### config.mk
export PLATFORM = sky130hd
export DESIGN_NAME = countdown_ctrl
export DESIGN_NICKNAME = d
export VERILOG_FILES = /design/src/rtl/disp_pkg.sv /design/src/rtl/tick_gen.sv /design/src/rtl/countdown_ctrl.sv
export SDC_FILE = /design/constraint.sdc
export NUM_CORES = 1
export LEC_CHECK = 0
export CORE_MARGIN = 2
export CORE_UTILIZATION = 56
export CTS_CLUSTER_SIZE = 8
export DETAILED_ROUTE_END_ITERATION = 16
export PLACE_DENSITY = 0.78
export SLEW_MARGIN = 25
export SYNTH_ARGS = -nofsm -noshare
export SYNTH_HDL_FRONTEND = slang
export SYNTH_SLANG_ARGS = --single-unit
### constraint.sdc
create_clock -name clk -period 3.1 [get_ports clk]
set_clock_uncertainty 0.05 [all_clocks]
set_input_delay 0.775 -clock clk [delete_from_list [all_inputs] [get_ports clk]]
set_output_delay 0.775 -clock clk [all_outputs]
set_load 0.01 [all_outputs]
### src/rtl/disp_pkg.sv
// disp_pkg: shared types and limits for the display countdown logic
package disp_pkg;
  typedef enum logic [1:0] {IDLE, RUN, HOLD, EXPIRE} cd_state_t;
  localparam int CD_W = 5;
  localparam int CD_MAX = 31;
endpackage

### src/rtl/tick_gen.sv
// tick_gen: prescaler that pulses tick at its terminal count and wraps to 0
module tick_gen #(
  parameter int TICK_DIV = 100_000_000
) (
  input  logic clk,
  input  logic rst,
  input  logic en,
  input  logic clr,
  output logic tick
);
  localparam int W = $clog2(TICK_DIV);
  logic [W-1:0] cnt;
  assign tick = en && (cnt == W'(TICK_DIV - 1));
  always_ff @(posedge clk) begin
    if (rst || clr) cnt <= '0;
    else if (en) cnt <= tick ? '0 : cnt + 1'b1;
  end
endmodule

### src/rtl/countdown_ctrl.sv
// countdown_ctrl: start/pause/abort countdown sequencer driving the display digits
module countdown_ctrl
  import disp_pkg::*;
#(
  parameter int TICK_DIV = 100_000_000
) (
  input  logic            clk,
  input  logic            rst,
  input  logic            start,
  input  logic [CD_W-1:0] load_val,
  input  logic            pause,
  input  logic            abort,
  output logic [CD_W-1:0] countdown_val,
  output logic            countdown_active,
  output logic            paused,
  output logic            expire
);
  cd_state_t state, state_nxt;
  logic [CD_W-1:0] val_nxt;
  logic active_nxt, paused_nxt, expire_nxt;
  logic counting, go_abort, go_start, en, tick;
  assign counting = (state == RUN) || (state == HOLD);
  // a zero preload while counting cancels just like abort
  assign go_abort = abort || (start && load_val == '0 && counting);
  assign go_start = start && load_val != '0;
  // HOLD with pause released already counts, so each held cycle costs exactly one
  assign en = counting && !pause && !go_abort && !go_start;
  tick_gen #(.TICK_DIV(TICK_DIV)) u_tick (
    .clk (clk),
    .rst (rst),
    .en  (en),
    .clr (go_abort || go_start),
    .tick(tick)
  );
  always_ff @(posedge clk) begin
    if (rst) begin
      state            <= IDLE;
      countdown_val    <= '0;
      countdown_active <= 1'b0;
      paused           <= 1'b0;
      expire           <= 1'b0;
    end else begin
      state            <= state_nxt;
      countdown_val    <= val_nxt;
      countdown_active <= active_nxt;
      paused           <= paused_nxt;
      expire           <= expire_nxt;
    end
  end
  always_comb begin
    state_nxt = go_abort              ? IDLE :
                go_start              ? RUN :
                !counting             ? IDLE :
                pause                 ? HOLD :
                (tick && countdown_val == CD_W'(1)) ? EXPIRE : RUN;
  end
  always_comb begin
    val_nxt    = go_abort ? '0 :
                 go_start ? load_val :
                 tick     ? ((countdown_val > CD_W'(1)) ? countdown_val - 1'b1 : '0) :
                 countdown_val;
    active_nxt = state_nxt != IDLE;
    paused_nxt = state_nxt == HOLD;
    expire_nxt = state_nxt == EXPIRE;
  end
endmodule
==> results of run 1 <==
-- flip-flops by register name, summed over array words and instances, names as in the netlist --
| register | cells |
|---|---|
| paused | 1 |
| state | 2 |
| expire | 1 |
| u_tick.cnt | 27 |
| countdown_active | 1 |
| countdown_val | 5 |
-- layout make-up --
type	instances	area [µm²]	area share, %
clock buffer	6	41.3	1.84
multi-input combinational	183	1130	50.4
inverter	3	11.3	0.503
clock inverter	2	10.0	0.447
timing repair buffer	26	250	11.2
tap	46	57.6	2.57
sequential	37	741	33.1
-- synthesized netlist by cell type, types with 2 or more instances --
cell type / count
nor2_1: 42
nand4b_1: 2
and4_1: 5
nor4_1: 5
o211ai_1: 2
nand4_1: 10
clkbuf_1: 4
nand2b_1: 2
a22o_1: 2
nand3_1: 13
o21a_1: 2
or4_1: 2
dfxtp_1: 37
inv_1: 3
nand2_1: 22
buf_6: 2
o21ai_0: 3
nor4b_1: 3
nor3_1: 15
and3_1: 4
xor2_1: 8
xnor2_1: 19
a21boi_0: 2
ha_1: 3
a21oi_1: 2
-- power by group through the flow --
stage,combinational [mW],clock (mW),sequential (mW)
floorplan,0.0390,0,0.494
global placement,0.0741,0,0.493
detailed placement,0.0741,0,0.493
CTS,0.0742,0.249,0.482
global route,0.0815,0.271,0.483
finish,0.0747,0.237,0.482
-- cells in the final DEF, fill, tap and decap left out, types with 2 or more instances in the layout --
cell / Yosys / layout
nand3_1: 13 / 13
inv_1: 3 / 3
a22o_1: 2 / 2
o21ai_0: 3 / 3
a21oi_1: 2 / 2
xor2_1: 8 / 8
nand4b_1: 2 / 2
o21a_1: 2 / 2
dfxtp_1: 37 / 37
and4_1: 5 / 5
nand4_1: 10 / 10
a21boi_0: 2 / 2
clkbuf_4: 0 / 5
nor3_1: 15 / 15
ha_1: 3 / 3
nor2_1: 42 / 42
or4_1: 2 / 2
o211ai_1: 2 / 2
clkdlybuf4s50_1: 0 / 17
clkinv_2: 0 / 2
xnor2_1: 19 / 19
nor4b_1: 3 / 3
buf_4: 0 / 8
nand2_1: 22 / 22
and3_1: 4 / 4
nor4_1: 5 / 5
nand2b_1: 2 / 2
-- routing by layer --
layer / wire length (µm) / part of all wire, %
met1: 1900 / 49
met2: 1710 / 44
met3: 198 / 5.1
met4: 71 / 1.8
met5: 0 / 0
-- cell families after synthesis --
| kind of cell | count (synthesis) | synth area share [%] |
|---|---|---|
| and+or+nand+nor | 129 | 35.0 |
| buffers and inverters | 11 | 2.99 |
| adders and majority gates | 3 | 1.95 |
| xor gates and xnor gates | 27 | 12.3 |
| AOI/OAI and AO/OA | 24 | 9.36 |
| DFF | 37 | 38.5 |
-- final timing paths --
| check | cells after the start | startpoint | endpoint | slack [ns] |
|---|---|---|---|---|
| worst max-delay path | 7 | pause | u_tick.cnt[21] | 0.53 |
| worst min-delay path | 2 | u_tick.cnt[1] | u_tick.cnt[1] | 0.46 |
| worst max register to register | 7 | u_tick.cnt[0] | u_tick.cnt[21] | 0.96 |
| worst min register to register | 2 | u_tick.cnt[1] | u_tick.cnt[1] | 0.46 |
-- critical path: cells and delay by family --
kind / cells / cell delay [ns]
buffers and inverters: 2 / 0.65
and+or+nand+nor: 5 / 1.33
==> impl_metrics.tcl, run 1 <==
set metrics [dict create \
    h-tree-depth 2 \
    drv_cap 0 \
    grtUsageMet2_pct 33.2 \
    yosys.area.top_type_share_pct 38.5 \
    routed-via-count 1707 \
    dieArea_um2 3920 \
    route.final.wire_length_um 3870 \
    worstMarginPinSlew_ns 0.524 \
    netlist_instances 231 \
    drv_slew 0 \
    synthesis.nets 244 \
    p_leak_nw 0.691 \
    root_buffer "clkbuf_4" \
    core-area_um2 3310 \
    boundaryPins 18 \
    postCtsHoldBufs 0 \
    worstSetupPathType "in -> reg" \
    rsz0062_at_grt "no" \
    power_frac_seq_pct 60.7 \
    syn_to_final_growth_pct 16.2 \
    rows 21 \
    diodes 0 \
    slowest_delay_ns 0.67 \
    yosys_warnings 0 \
    intPower_mw 0.602 \
    p_per_area_nw_per_um2 355 \
    grt_overflow 0 \
    grt_use_met1_pct 30.2 \
    synth_area_leader_cell "dfxtp_1" \
    placed_area_um2 2190 \
    fin_ws_ns 0.529 \
    grt.total_usage_pct 22.1 \
    grt-busiest-layer "met2" \
    synth-seq-area-share_pct 38.5 \
    grt_pass1_vias 1567 \
    post_drt_via_cell_ratio 5.63 \
    post_cts_resized 0 \
    initial_core_util_pct 58.2 \
    hold_ws_ns 0.455 \
    cp-start-kind "input port" \
    yosysUniqueCellTypes 42 \
    first_pass_iters 4 \
    combPwrFrac_pct 9.4 \
    switchingPower_mw 0.192 \
    ys_ff_latch 37 \
    required_ns 3.29 \
    clk_latency_ns 0.34 \
    drive_gt1_share_pct 8.56 \
    grt_pass1_wl_um 6930 \
    ys_async_sr_fraction_pct 0 \
    end_kind "register" \
    port_buffers 17 \
    cts.sinks 37 \
    setup_tns_ns 0 \
    fillers 282 \
    path_cells "clkdlybuf4s50_1, nor4b_4, nand4_1, or4_1, nand3_2, buf_12, nor2_1" \
    max-slew-margin-rel_pct 64.8 \
    syn_avg_cell_area_um2 8.34 \
    setup_viol 0 \
    dp_worst_setup_slack_ns 0.159 \
    irDropWorstVdd_uv 283 \
    synth_area_um2 1930 \
    crit_slowest_cell "or4_1" \
    hp-class "reg -> reg" \
    power_mw 0.794 \
    dp.cells 295 \
    outcome "complete, no violations" \
    swShare_pct 24.2 \
    design_area_um2 2240 \
    layout.nets 269 \
    synth_top_flop_cell "dfxtp_1" \
    hold_viol_final 0 \
    drc 0 \
    cp.arrival_ns 2.76 \
    critPathMaxFanout 27 \
    synth_edf_count 0 \
    antenna_found_initial 0 \
    place_hpwl_um 2880 \
    postCtsSetupBuffers 0 \
    numCtsBuffers 5 \
    chipWidth_um 62.6 \
    min_period_over_period_pct 82.9 \
    fin_util_pct 67.6 \
    dieHeight_um 62.6 \
    fin_crit_ns 2.57 \
    gp_congestion 0.845 \
    ant_nets 0 \
    stdcell_count 303 \
    grt_max_degree 28 \
    fmax_mhz 389 \
    clkPwrFrac_pct 29.9 \
    clk_pin_slew_worst_paths_ns 0.10 \
    wl_per_cell_um 12.8 \
    synthTopCellsByArea "dfxtp_1 (38%), xnor2_1 (8.6%), nor2_1 (8.2%)" \
    cts_tree "built" \
    clockBufferDepth 2 \
    drtIter0Drc 153 \
    met3_usage_pct 5.05 \
]
(Power assumes the default switching activity.)
==> inputs of run 2 (changes only) <==
--- a/config.mk
+++ b/config.mk
@@ -6,10 +6,10 @@
 export NUM_CORES = 1
 export LEC_CHECK = 0
 export CORE_MARGIN = 2
-export CORE_UTILIZATION = 56
+export CORE_UTILIZATION = 51
 export CTS_CLUSTER_SIZE = 8
 export DETAILED_ROUTE_END_ITERATION = 16
-export PLACE_DENSITY = 0.78
+export PLACE_DENSITY = 0.75
 export SLEW_MARGIN = 25
 export SYNTH_ARGS = -nofsm -noshare
 export SYNTH_HDL_FRONTEND = slang
==> constraint.sdc (replaced) <==
create_clock -name clk -period 2.1 [get_ports clk]
set_clock_uncertainty 0.05 [all_clocks]
set_input_delay 0.525 -clock clk [delete_from_list [all_inputs] [get_ports clk]]
set_output_delay 0.525 -clock clk [all_outputs]
set_load 0.01 [all_outputs]
==> impl_metrics.tcl, run 2 (synthesized netlist as in run 1, its figures left out) <==
set metrics [dict create \
    outcome "complete, no violations" \
    swShare_pct 24.2 \
    power_frac_seq_pct 51.4 \
    min_from "u_tick.cnt[23]" \
    fillers 282 \
    cp-start-kind "input port" \
    p_per_area_nw_per_um2 532 \
    min_path_cells 2 \
    grt-busiest-layer "met2" \
    routed-via-count 1873 \
    grtUsageMet2_pct 38.6 \
    required_ns 2.29 \
    critPathMaxFanout 7 \
    largest_reg_flops 27 \
    met3_usage_pct 5.31 \
    clkPwrFrac_pct 38.1 \
    fin_crit_ns 2.04 \
    grt.total_usage_pct 24.3 \
    grt_overflow 0 \
    cp.arrival_ns 2.22 \
    final_common_cell "dfxtp_1" \
    reg_top3 "u_tick.cnt (27), countdown_val (5), state (2)" \
    worst-r2r-setup-slack_ns 0.11 \
    place_hpwl_um 3330 \
    rows 22 \
    ant_nets 0 \
    end_kind "register" \
    route.final.wire_length_um 4780 \
    antenna_found_initial 0 \
    reg2reg_depth 6 \
    stdcell_count 330 \
    setup_viol 0 \
    cts.sinks 37 \
    drtIter0Drc 142 \
    wl_per_cell_um 14.5 \
    post_drt_via_cell_ratio 5.68 \
    grt_max_degree 15 \
    dieHeight_um 65.4 \
    worstSetupPathType "in -> reg" \
    grt_pass1_vias 1725 \
    irDropWorstVdd_uv 451 \
    chipWidth_um 65.4 \
    combPwrFrac_pct 10.4 \
    p_leak_nw 0.910 \
    fmax_mhz 491 \
    holdPathEnd "u_tick.cnt[23]" \
    hold_viol_final 0 \
    rr_endpoint "u_tick.cnt[6]" \
    multi_input_comb_area_um2 1200 \
    dp.cells 320 \
    drv_slew 0 \
    gp_congestion 0.846 \
    rr_startpoint "u_tick.cnt[12]" \
    clk_pin_slew_worst_paths_ns 0.07 \
    port_buffers 17 \
    initial_core_util_pct 53.0 \
    syn_to_final_growth_pct 35.0 \
    root_buffer "clkbuf_8" \
    postCtsHoldBufs 0 \
    numCtsBuffers 5 \
    first_pass_iters 4 \
    hold_ws_ns 0.492 \
    min_period_over_period_pct 97.0 \
    clockBufferDepth 2 \
    largest_register "u_tick.cnt" \
    boundaryPins 18 \
    hp-class "reg -> reg" \
    grt_use_met1_pct 33.0 \
    layout.nets 294 \
    h-tree-depth 2 \
    drive_gt1_share_pct 22.3 \
    cts_tree "built" \
    register_area_um2 741 \
    dieArea_um2 4280 \
    final_cell_mix "dfxtp_1 (37), nor2_1 (32), buf_4 (30)" \
    grt_pass1_wl_um 7970 \
    drc 0 \
    core-area_um2 3630 \
    switchingPower_mw 0.335 \
    max-slew-margin-rel_pct 73.4 \
    intPower_mw 1.05 \
    clk_latency_ns 0.30 \
    drv_cap 0 \
    worstMarginPinSlew_ns 0.396 \
    diodes 0 \
]
-- run 2: changes by cell type in the layout (fill, tap and decap cells not counted), moves of 3 or more --
cell	delta
buf_4	+22
nor2_1	-10
nor2_2	+10
clkbuf_8	+6
clkdlybuf4s50_1	-6
clkbuf_4	-5
dlygate4sd2_1	+3
dlymetal6s2s_1	+3
-- run 2: repair_timing --
item / 4_1_cts / 5_1_grt
buffers inserted: 0 / 0
cloned: 0 / 2
endpoints found under the setup margin: 33 / 31
pin swaps: 3 / 8
gates resized for setup: 7 / 17
-- run 2: worst max-delay path by stage --
stage                startpoint                to  slack, ns  depth (start not counted)
finish              load_val[1]     u_tick.cnt[6]       0.06                          6
CTS                 load_val[1]  countdown_val[2]       0.01                          6
detailed placement        abort     u_tick.cnt[8]      -0.59                          7
global route              start    u_tick.cnt[15]     -0.003                          8
floorplan                 abort    u_tick.cnt[16]     -0.004                          7
global placement          abort  countdown_val[3]      -0.51                          6
-- run 2: area by class of cell --
type                            count  share of cell area [%]
Clock inverter                      2                   0.530
Sequential cell                    37                    28.5
Inverter                            3                   0.433
Timing Repair Buffer               51                    18.8
Multi-Input combinational cell    183                    46.2
Clock buffer                        6                    3.18
Tap cell                           48                    2.31
-- run 2: metrics by stage --
step | utilization [%] | TNS, ns | total power [mW] | cell area [µm²] | setup slack [ns]
2_1_floorplan | - | -0.0698 | 0.788 | 1940 | -0.00360
3_3_place_gp | 65.6 | -16.78 | 0.857 | 2380 | -0.515
3_5_place_dp | 65.6 | -19.24 | 0.857 | 2380 | -0.587
4_1_cts | 68.7 | 0 | 1.38 | 2500 | 0.0108
5_1_grt | 71.5 | -0.00332 | 1.42 | 2600 | -0.00332
6_report | 71.5 | 0 | 1.38 | 2600 | 0.0639
-- run 2: per-layer routing --
layer	share of wire, %	vias up
met5	0	-
met3	5.5	7
met2	46	55
li1	-	929
met1	47	882
met4	1.3	0
-- run 2: power groups by stage --
| stage | sequential [mW] | clock (mW) | combinational [mW] |
|---|---|---|---|
| 4_1_cts | 0.711 | 0.534 | 0.132 |
| 5_1_grt | 0.712 | 0.556 | 0.157 |
| 6_report | 0.711 | 0.527 | 0.144 |
| 2_1_floorplan | 0.729 | 0 | 0.0587 |
| 3_3_place_gp | 0.728 | 0 | 0.130 |
| 3_5_place_dp | 0.728 | 0 | 0.130 |
-- run 2: worst max-delay path, stage by stage --
cell and delay [ns]:
clkdlybuf4s50_1 0.43, or4_4 0.48, o21ai_4 0.27, nand3_4 0.19, clkbuf_16 0.23, nor2_1 0.10
==> inputs of run 3 (changes only) <==
--- a/config.mk
+++ b/config.mk
@@ -14,3 +14,4 @@
 export SYNTH_ARGS = -nofsm -noshare
 export SYNTH_HDL_FRONTEND = slang
 export SYNTH_SLANG_ARGS = --single-unit
+export TNS_END_PERCENT = 30
==> impl_metrics.tcl, run 3 (synthesized netlist as in run 1, its figures left out) <==
set metrics [dict create \
    first_pass_iters 7 \
    final_common_cell "nor2_1" \
    drtIter0Drc 134 \
    end_kind "register" \
    rows 22 \
    max-slew-margin-rel_pct 71.9 \
    clk_pin_slew_worst_paths_ns 0.08 \
    cp-start-kind "register" \
    h-tree-depth 2 \
    root_buffer "clkbuf_8" \
    min_period_over_period_pct 96.8 \
    largest_reg_flops 27 \
    grt_overflow 0 \
    intPower_mw 1.18 \
    boundaryPins 18 \
    hold_viol_final 0 \
    drv_slew 0 \
    crit_slowest_cell "or4_4" \
    diodes 0 \
    wl_per_cell_um 14.9 \
    final_cell_mix "nor2_1 (37), buf_4 (36), dfxtp_1 (35)" \
    cts_tree "built" \
    combPwrFrac_pct 10.4 \
    grt.total_usage_pct 24.6 \
    slowest_delay_ns 0.59 \
    routed-via-count 1951 \
    core-area_um2 3630 \
    fin_crit_ns 2.03 \
    p_leak_nw 0.960 \
    design_area_um2 2710 \
    required_ns 2.25 \
    dieHeight_um 65.4 \
    swShare_pct 22.2 \
    fin_util_pct 74.6 \
    largest_register "u_tick.cnt" \
    initial_core_util_pct 53.0 \
    drv_cap 0 \
    hp-class "reg -> reg" \
    grt_pass1_vias 1715 \
    clkPwrFrac_pct 42.7 \
    postCtsHoldBufs 0 \
    critPathMaxFanout 6 \
    gp_congestion 0.820 \
    layout.nets 305 \
    drc 0 \
    chipWidth_um 65.4 \
    setup_viol 0 \
    numCtsBuffers 5 \
    rsz0062_at_grt "no" \
    syn_to_final_growth_pct 40.7 \
    p_per_area_nw_per_um2 560 \
    fmax_mhz 492 \
    worstMarginPinSlew_ns 0.418 \
    path_cells "ha_4, nor4b_4, nand4_1, or4_4, nand3_4, buf_12, clkbuf_16, nor2_1" \
    power_frac_seq_pct 46.9 \
    switchingPower_mw 0.336 \
    clockBufferDepth 2 \
    cts.sinks 37 \
    grt_pass1_wl_um 7970 \
    clk_latency_ns 0.29 \
    outcome "complete, no violations" \
    worstSetupPathType "reg -> reg" \
    ant_nets 0 \
    cp.arrival_ns 2.18 \
    grt_max_degree 13 \
    drive_gt1_share_pct 24.6 \
    route.final.wire_length_um 5070 \
    port_buffers 17 \
    post_drt_via_cell_ratio 5.72 \
    irDropWorstVdd_uv 590 \
    placed_area_um2 2400 \
    reg_top3 "u_tick.cnt (27), countdown_val (5), state (2)" \
    place_hpwl_um 3400 \
    antenna_found_initial 0 \
    dieArea_um2 4280 \
]
[run 3: final timing paths]
kind | start | endpoint | slack, ns | cells past startpoint
worst min-delay path | u_tick.cnt[7] | u_tick.cnt[7] | 0.50 | 2
worst max-delay path | u_tick.cnt[0] | u_tick.cnt[12] | 0.07 | 8
worst max register to register | u_tick.cnt[0] | u_tick.cnt[12] | 0.07 | 8
worst min register to register | u_tick.cnt[7] | u_tick.cnt[7] | 0.50 | 2
[run 3: cell type report]
class / instances / area, µm²
multi-input cells: 183 / 1170
fillers: 250 / 925
flip-flops and latches: 37 / 743
repair buffers: 62 / 601
clock buffers: 6 / 82.6
well taps: 48 / 60.1
clock inverters: 2 / 37.5
inverters: 3 / 11.3
[run 3: per-stage QoR]
stage               std cells  setup slack (ns)  hold slack, ns  TNS, ns  total power [mW]
floorplan                 231          -0.00360           0.413  -0.0698             0.788
global placement          324            -0.508           0.470   -16.82             0.857
detailed placement        324            -0.581           0.477   -18.88             0.859
CTS                       338            0.0118           0.502        0              1.51
global route              341           0.00168           0.519        0              1.57
finish                    341            0.0676           0.498        0              1.52
[run 3: worst max-delay path: cells and delay by family (launching register included)]
family / cells / cell delay, ns
simple gates: 5 / 1.10
flops: 1 / 0.36
buf+inv: 2 / 0.30
fa+ha+maj: 1 / 0.13
[run 3: power groups by stage]
stage,Sequential [mW],Clock [mW],Combinational [mW]
finish,0.712,0.647,0.158
global route,0.712,0.685,0.169
global placement,0.728,0,0.129
floorplan,0.729,0,0.0587
detailed placement,0.728,0,0.131
CTS,0.711,0.659,0.144
[run 3: metal layers]
layer | global-route usage [%] | part of all wire (%)
met5 | 0 | 0
met4 | 8.07 | 2.5
met3 | 5.99 | 6.7
met2 | 39.9 | 45
met1 | 32.1 | 46
[run 3: timing repair]
item	CTS	global route
cloned	1	2
buffers inserted	5	1
setup endpoints to repair	34	32
pin swaps	6	6
resized for setup	11	19
